<file path="src/rtl/mips_pkg.sv">
// Shared MIPS pipeline definitions used by fetch and decode.
// Latency: n/a (types, constants and pure functions only).
// Backpressure: n/a.
//
// Contents:
//   RESET_PC_DEFAULT  - default PC after reset
//   NOP_INSTR_DEFAULT - bubble encoding (sll $0,$0,0)
//   WORD_BYTES        - instruction size in bytes
//   ifid_t            - IF/ID pipeline bundle, also consumed by decode
package mips_pkg;

   localparam logic [31:0] RESET_PC_DEFAULT  = 32'h0000_0000;
   localparam logic [31:0] NOP_INSTR_DEFAULT = 32'h0000_0000;
   localparam int unsigned WORD_BYTES        = 4;

   typedef struct packed {
      logic [31:0] pc4;
      logic [31:0] instr;
      logic        valid;
   } ifid_t;

   // Instructions are word aligned, so redirect targets drop their byte offset.
   function automatic logic [31:0] align_word(input logic [31:0] addr);
      return {addr[31:2], 2'b00};
   endfunction

   // Empty IF/ID slot: decode sees a NOP that it must not retire.
   function automatic ifid_t make_bubble(input logic [31:0] nop);
      ifid_t b;
      b.pc4   = 32'd0;
      b.instr = nop;
      b.valid = 1'b0;
      return b;
   endfunction

endpackage

</file>
<file path="src/rtl/ifid_reg.sv">
// IF/ID pipeline register with load, hold and bubble controls.
// Latency: 1 cycle from load/bubble to q.
// Backpressure: load=0 and bubble=0 holds the current contents.
//
// Ports:
//   clk, rst - clock, asynchronous active-high reset (reset value is a bubble)
//   load     - capture d
//   bubble   - replace contents with a bubble; takes precedence over load
//   d        - next IF/ID contents
//   q        - registered IF/ID contents
module ifid_reg
   import mips_pkg::*;
#(
   parameter logic [31:0] NOP_INSTR = NOP_INSTR_DEFAULT
) (
   input  logic  clk,
   input  logic  rst,
   input  logic  load,
   input  logic  bubble,
   input  ifid_t d,
   output ifid_t q
);

   always_ff @(posedge clk or posedge rst) begin
      if (rst) begin
         q <= make_bubble(NOP_INSTR);
      end else if (bubble) begin
         q <= make_bubble(NOP_INSTR);
      end else if (load) begin
         q <= d;
      end
   end

endmodule

</file>
<file path="src/rtl/if_stage.sv">
// MIPS instruction fetch: PC register, next-PC mux, IF/ID capture.
// Latency: instruction at PC=A appears on ifid_instr one cycle after pc=A with imem_ready=1.
// Backpressure: stall_if or imem_ready=0 hold the PC; redirects override both.
//
// Ports:
//   clk, rst                     - clock, asynchronous active-high reset
//   stall_if, flush_if           - hazard-unit hold / squash of IF/ID
//   branch_taken, branch_target  - EX-resolved branch redirect (highest priority)
//   jump, jump_target            - jump redirect
//   imem_addr, imem_rdata, imem_ready - instruction memory interface
//   pc_out                       - current PC for trace
//   ifid_pc4, ifid_instr, ifid_valid - IF/ID register outputs to decode
module if_stage
   import mips_pkg::*;
#(
   parameter logic [31:0] RESET_PC  = RESET_PC_DEFAULT,
   parameter logic [31:0] NOP_INSTR = NOP_INSTR_DEFAULT
) (
   input  logic        clk,
   input  logic        rst,
   input  logic        stall_if,
   input  logic        flush_if,
   input  logic        branch_taken,
   input  logic [31:0] branch_target,
   input  logic        jump,
   input  logic [31:0] jump_target,
   output logic [31:0] imem_addr,
   input  logic [31:0] imem_rdata,
   input  logic        imem_ready,
   output logic [31:0] pc_out,
   output logic [31:0] ifid_pc4,
   output logic [31:0] ifid_instr,
   output logic        ifid_valid
);

   logic [31:0] pc_q;
   logic [31:0] pc_d;
   logic [31:0] pc_plus4;
   logic        ifid_load;
   logic        ifid_bubble;
   ifid_t       ifid_d;
   ifid_t       ifid_q;

   // Wraps naturally at 2^32.
   assign pc_plus4 = pc_q + 32'(WORD_BYTES);

   // Next-PC and IF/ID control, first match wins. A redirect abandons any
   // pending fetch (stalled or waiting on memory) and squashes IF/ID, since
   // whatever was fetched down the old path is wrong.
   always_comb begin
      pc_d        = pc_q;
      ifid_load   = 1'b0;
      ifid_bubble = 1'b0;
      if (branch_taken) begin
         pc_d        = align_word(branch_target);
         ifid_bubble = 1'b1;
      end else if (jump) begin
         pc_d        = align_word(jump_target);
         ifid_bubble = 1'b1;
      end else if (stall_if) begin
         // Load-use stall: IF/ID keeps its instruction unless decode is flushing.
         ifid_bubble = flush_if;
      end else if (!imem_ready) begin
         // Memory wait: nothing valid to hand to decode this cycle.
         ifid_bubble = 1'b1;
      end else begin
         pc_d        = pc_plus4;
         ifid_load   = !flush_if;
         ifid_bubble = flush_if;
      end
   end

   always_ff @(posedge clk or posedge rst) begin
      if (rst) begin
         pc_q <= RESET_PC;
      end else begin
         pc_q <= pc_d;
      end
   end

   assign ifid_d.pc4   = pc_plus4;
   assign ifid_d.instr = imem_rdata;
   assign ifid_d.valid = 1'b1;

   ifid_reg #(
      .NOP_INSTR (NOP_INSTR)
   ) u_ifid_reg (
      .clk    (clk),
      .rst    (rst),
      .load   (ifid_load),
      .bubble (ifid_bubble),
      .d      (ifid_d),
      .q      (ifid_q)
   );

   assign imem_addr  = pc_q;
   assign pc_out     = pc_q;
   assign ifid_pc4   = ifid_q.pc4;
   assign ifid_instr = ifid_q.instr;
   assign ifid_valid = ifid_q.valid;

endmodule
</file>
<file path="config.mk">
export PLATFORM = sky130hd
export DESIGN_NAME = if_stage
export DESIGN_NICKNAME = d
export VERILOG_FILES = /design/src/rtl/mips_pkg.sv /design/src/rtl/ifid_reg.sv /design/src/rtl/if_stage.sv
export SDC_FILE = /design/constraint.sdc
export NUM_CORES = 1
export LEC_CHECK = 0
export BUFFER_PORTS_ARGS = -buffer_cell sky130_fd_sc_hd__buf_4
export CAP_MARGIN = 20
export CORE_ASPECT_RATIO = 1.75
export CORE_MARGIN = 1.5
export CORE_UTILIZATION = 44
export CTS_BUF_LIST = sky130_fd_sc_hd__clkbuf_8
export DETAILED_ROUTE_END_ITERATION = 8
export PLACE_DENSITY_LB_ADDON = 0.05
export SLEW_MARGIN = 10
export SYNTH_ARGS = -nofsm -noshare
export SYNTH_HDL_FRONTEND = slang
export SYNTH_SLANG_ARGS = --single-unit
</file>
<file path="constraint.sdc">
create_clock -name clk -period 2.7 [get_ports clk]
set_input_delay 0.27 -clock clk [delete_from_list [all_inputs] [get_ports clk]]
set_output_delay 0.27 -clock clk [all_outputs]
set_load 0.01 [all_outputs]
</file>
==> metrics.cfg <==
[drt]
drc=0
route.vias.total=4621
detailedRoute.firstIterationViolations=229
first_drt_pass_iteration_count=4
final_antenna_net_count=0
via_per_inst=5.58
avgRoutedWirePerCell_um=18.7
drt-total-wl_mm=15.5

[grt]
grt_antenna_before_repair=0
grt.total_usage_pct=25.7
grt_first_pass_wirelength_mm=24.0
grt_max_degree=63
grt_overflow_total=0
grt_pass1_vias=4473

[placement]
gp_routability_congestion=0.886
portBuffers=221
detailed_place_hpwl_mm=11.4
place_worst_setup_slack_ps=406
dpl_cell_area_um2=6540

[timing]
rsz0062_at_grt=false
max_clock_freq_mhz=428
max-slew-margin-rel_pct=44.5
whs_ps=104
drv_slew=0
fin_setup_tns_ps=0
period_needed_ps=2340
slew_worst_pin_ps=832
finalHoldViolCount=0
final.period_utilization_pct=86.5
skew_ps=13.2
postLayoutSetupSlackWorst_ps=364
final-setup-viol-count=0

[yosys]
syn_area_um2=4960
ys_ff_latch=93
synth_sequential_area_ratio_pct=47.0
synth-async-reset-ratio_pct=100
synth_enable_flop_cells=0
synthesis.yosys.warnings=0
count_of_unique_library_cells_instantiated_by_yosys=48
synthDominantAreaCellType=sky130_fd_sc_hd__dfrtp_1
synth_top_area_share_pct=47.0
yosys-top-cells-area=sky130_fd_sc_hd__dfrtp_1, sky130_fd_sc_hd__a22o_1, sky130_fd_sc_hd__xor2_1
synthCells=507
syn-mean-instance-area_um2=9.78
synth_flop_cell=sky130_fd_sc_hd__dfrtp_1

[run]
cap_violations=0

[worst_setup_path]
crit_arrival_ps=2590
crit_path_cell_trace=ha_1 -> nand3_4 -> nor4_4 -> buf_4 -> nand3b_1 -> a221oi_1 -> nor2_1
timing.critical_path.from_type=flip-flop
timing.critical_path.slowest_cell_delay_ps=600
crit-reg2reg-launch=imem_addr[3]
cp-startpoint=imem_addr[3]
required_ps=2950
capturing_instance_or_port_of_the_critical_path=imem_addr[14]
reg2reg_to=imem_addr[14]
worst-path-stages=7
critPathMaxFanout=11
setup.worst_path.end_class=flip-flop
timing.reg2reg.setup_slack_ps=360
critical_path_buf_inv_count=1
critPathTopFamily=simple AND/OR/NAND/NOR gates
setup.worst_path.class=flip-flop to flip-flop
worst_r2r_path_depth=7
cp_slowest_cell=sky130_fd_sc_hd__nor4_4

[final_layout]
fin_nets=795
post-route-cell-area_um2=6760
diodes_inserted=0
area_taken_by_multi_input_logic_gates_um2=2220
fraction_of_layout_cells_with_a_size_suffix_above_1_pct=37.9
syn_to_final_growth_pct=36.4
layout_common_cells=sky130_fd_sc_hd__buf_4, sky130_fd_sc_hd__dfrtp_1, sky130_fd_sc_hd__nand2_1
area.sequential_um2=2330
layout.cells.most_common=sky130_fd_sc_hd__buf_4
filler_cells_inserted=986

[floorplanning]
floorplan.die.width_um=83.2
floorplan.io_pins=232
core_area_um2=11000
floorplan.die.height_um=143
initial_cell_density_of_the_core_pct=44.9
floorplan.rows=51
floorplan.die_area_um2=11900

[worst_hold_path]
hp-class=input pin to flip-flop

[power_and_ir_drop]
finalPower_w=0.00322
p_leak_nw=3.24
irDropWorstVdd_uv=274
pwr_density_cell_nw_per_um2=477

[clock_tree]
cts_setup_buffers=0
clock_tree.root_cell=sky130_fd_sc_hd__clkbuf_8
cts-buffers-inserted=9
maximum_buffer_depth_of_the_clock_tree=2
clk_latency_worst_skew_pair_ps=370
numClockSinks=93
clock_tree_from_tritoncts=yes
worst_setup_hold_path_clk_slew_ps=90
cts-htree-levels=3

[run_status]
status=completed

==> stage by stage <==
| step | util, % | instances |
|---|---|---|
| after floorplan | - | 512 |
| after global placement | 59.2 | 811 |
| after detailed placement | 59.2 | 811 |
| after CTS | 61.2 | 828 |
| after global routing | 61.2 | 828 |
| final | 61.2 | 828 |
==> timing repair <==
| item | 4_1_cts | 5_1_grt |
|---|---|---|
| hold endpoints to repair | 15 | 0 |
| gates resized for setup | 0 | 0 |
| hold buffers | 1 | 0 |
==> cells in the mapped netlist, types with 2 or more instances <==
| cell type | number |
|---|---|
| sky130_fd_sc_hd__o22a_1 | 2 |
| sky130_fd_sc_hd__buf_1 | 2 |
| sky130_fd_sc_hd__nor2b_1 | 2 |
| sky130_fd_sc_hd__a22oi_1 | 11 |
| sky130_fd_sc_hd__clkbuf_1 | 21 |
| sky130_fd_sc_hd__and3_1 | 6 |
| sky130_fd_sc_hd__a2bb2oi_1 | 2 |
| sky130_fd_sc_hd__inv_1 | 11 |
| sky130_fd_sc_hd__buf_2 | 8 |
| sky130_fd_sc_hd__nand2_1 | 44 |
| sky130_fd_sc_hd__xnor2_1 | 14 |
| sky130_fd_sc_hd__nand4_4 | 2 |
| sky130_fd_sc_hd__nor3_2 | 2 |
| sky130_fd_sc_hd__a22o_1 | 41 |
| sky130_fd_sc_hd__nor3_1 | 8 |
| sky130_fd_sc_hd__nor4_1 | 4 |
| sky130_fd_sc_hd__dfrtp_1 | 93 |
| sky130_fd_sc_hd__o21ai_1 | 4 |
| sky130_fd_sc_hd__a21oi_1 | 26 |
| sky130_fd_sc_hd__a211oi_1 | 2 |
| sky130_fd_sc_hd__a31oi_1 | 5 |
| sky130_fd_sc_hd__nand4_1 | 17 |
| sky130_fd_sc_hd__o21ai_0 | 42 |
| sky130_fd_sc_hd__nand3_1 | 17 |
| sky130_fd_sc_hd__xor2_1 | 31 |
| sky130_fd_sc_hd__o22ai_1 | 7 |
| sky130_fd_sc_hd__mux2i_1 | 4 |
| sky130_fd_sc_hd__nand3_4 | 2 |
| sky130_fd_sc_hd__buf_4 | 36 |
| sky130_fd_sc_hd__nor2_1 | 21 |
| sky130_fd_sc_hd__and2_1 | 3 |
==> routing by layer <==
metal / up-vias / GRT usage (%) / routed length (µm)
met5: - / 0 / 0
met4: 0 / 11.8 / 518
met3: 36 / 4.25 / 1000
met2: 208 / 44.7 / 8040
met1: 2234 / 31.2 / 5900
li1: 2143 / - / -
==> cells by family after synthesis <==
logic type	synth area share, %
mux	0.808
buf+inv	8.84
compound gates	19.0
simple gates	16.1
xor+xnor	7.95
other cells	0.0757
flops	47.0
fa+ha+maj	0.252
==> worst min-delay path, delay by kind of cell <==
| family | cells | cell delay, ps |
|---|---|---|
| buffers and inverters | 1 | 80 |
| and+or+nand+nor | 1 | 40 |
| AOI/OAI and AO/OA | 1 | 50 |
==> final cells by class <==
class,count,area share [%]
Sequential cell,93,34.4
Multi-Input combinational cell,341,32.9
Timing Repair Buffer,235,26.5
Tap cell,132,2.44
Clock buffer,10,2.04
Clock inverter,6,1.04
Inverter,11,0.648
==> registers in the layout, summed over array words and instances, names as in the netlist <==
name	cells
imem_addr	30
u_ifid_reg.q	63
==> power breakdown <==
group          leakage (nW)  internal [W]  switching (W)
Sequential             1.24       0.00145       0.000131
Clock                 0.100      0.000460       0.000524
Combinational          1.90      0.000340       0.000319
==> how the worst min path moves through the flow <==
stage	startpoint	endpoint	depth (start not counted)
floorplan	flush_if	u_ifid_reg.q[0]	1
global placement	rst	u_ifid_reg.q[16]	2
detailed placement	rst	u_ifid_reg.q[17]	2
CTS	branch_target[11]	imem_addr[11]	3
global route	imem_rdata[3]	u_ifid_reg.q[4]	2
finish	branch_target[11]	imem_addr[11]	3
Note: power is estimated with default switching activity, not from simulation.
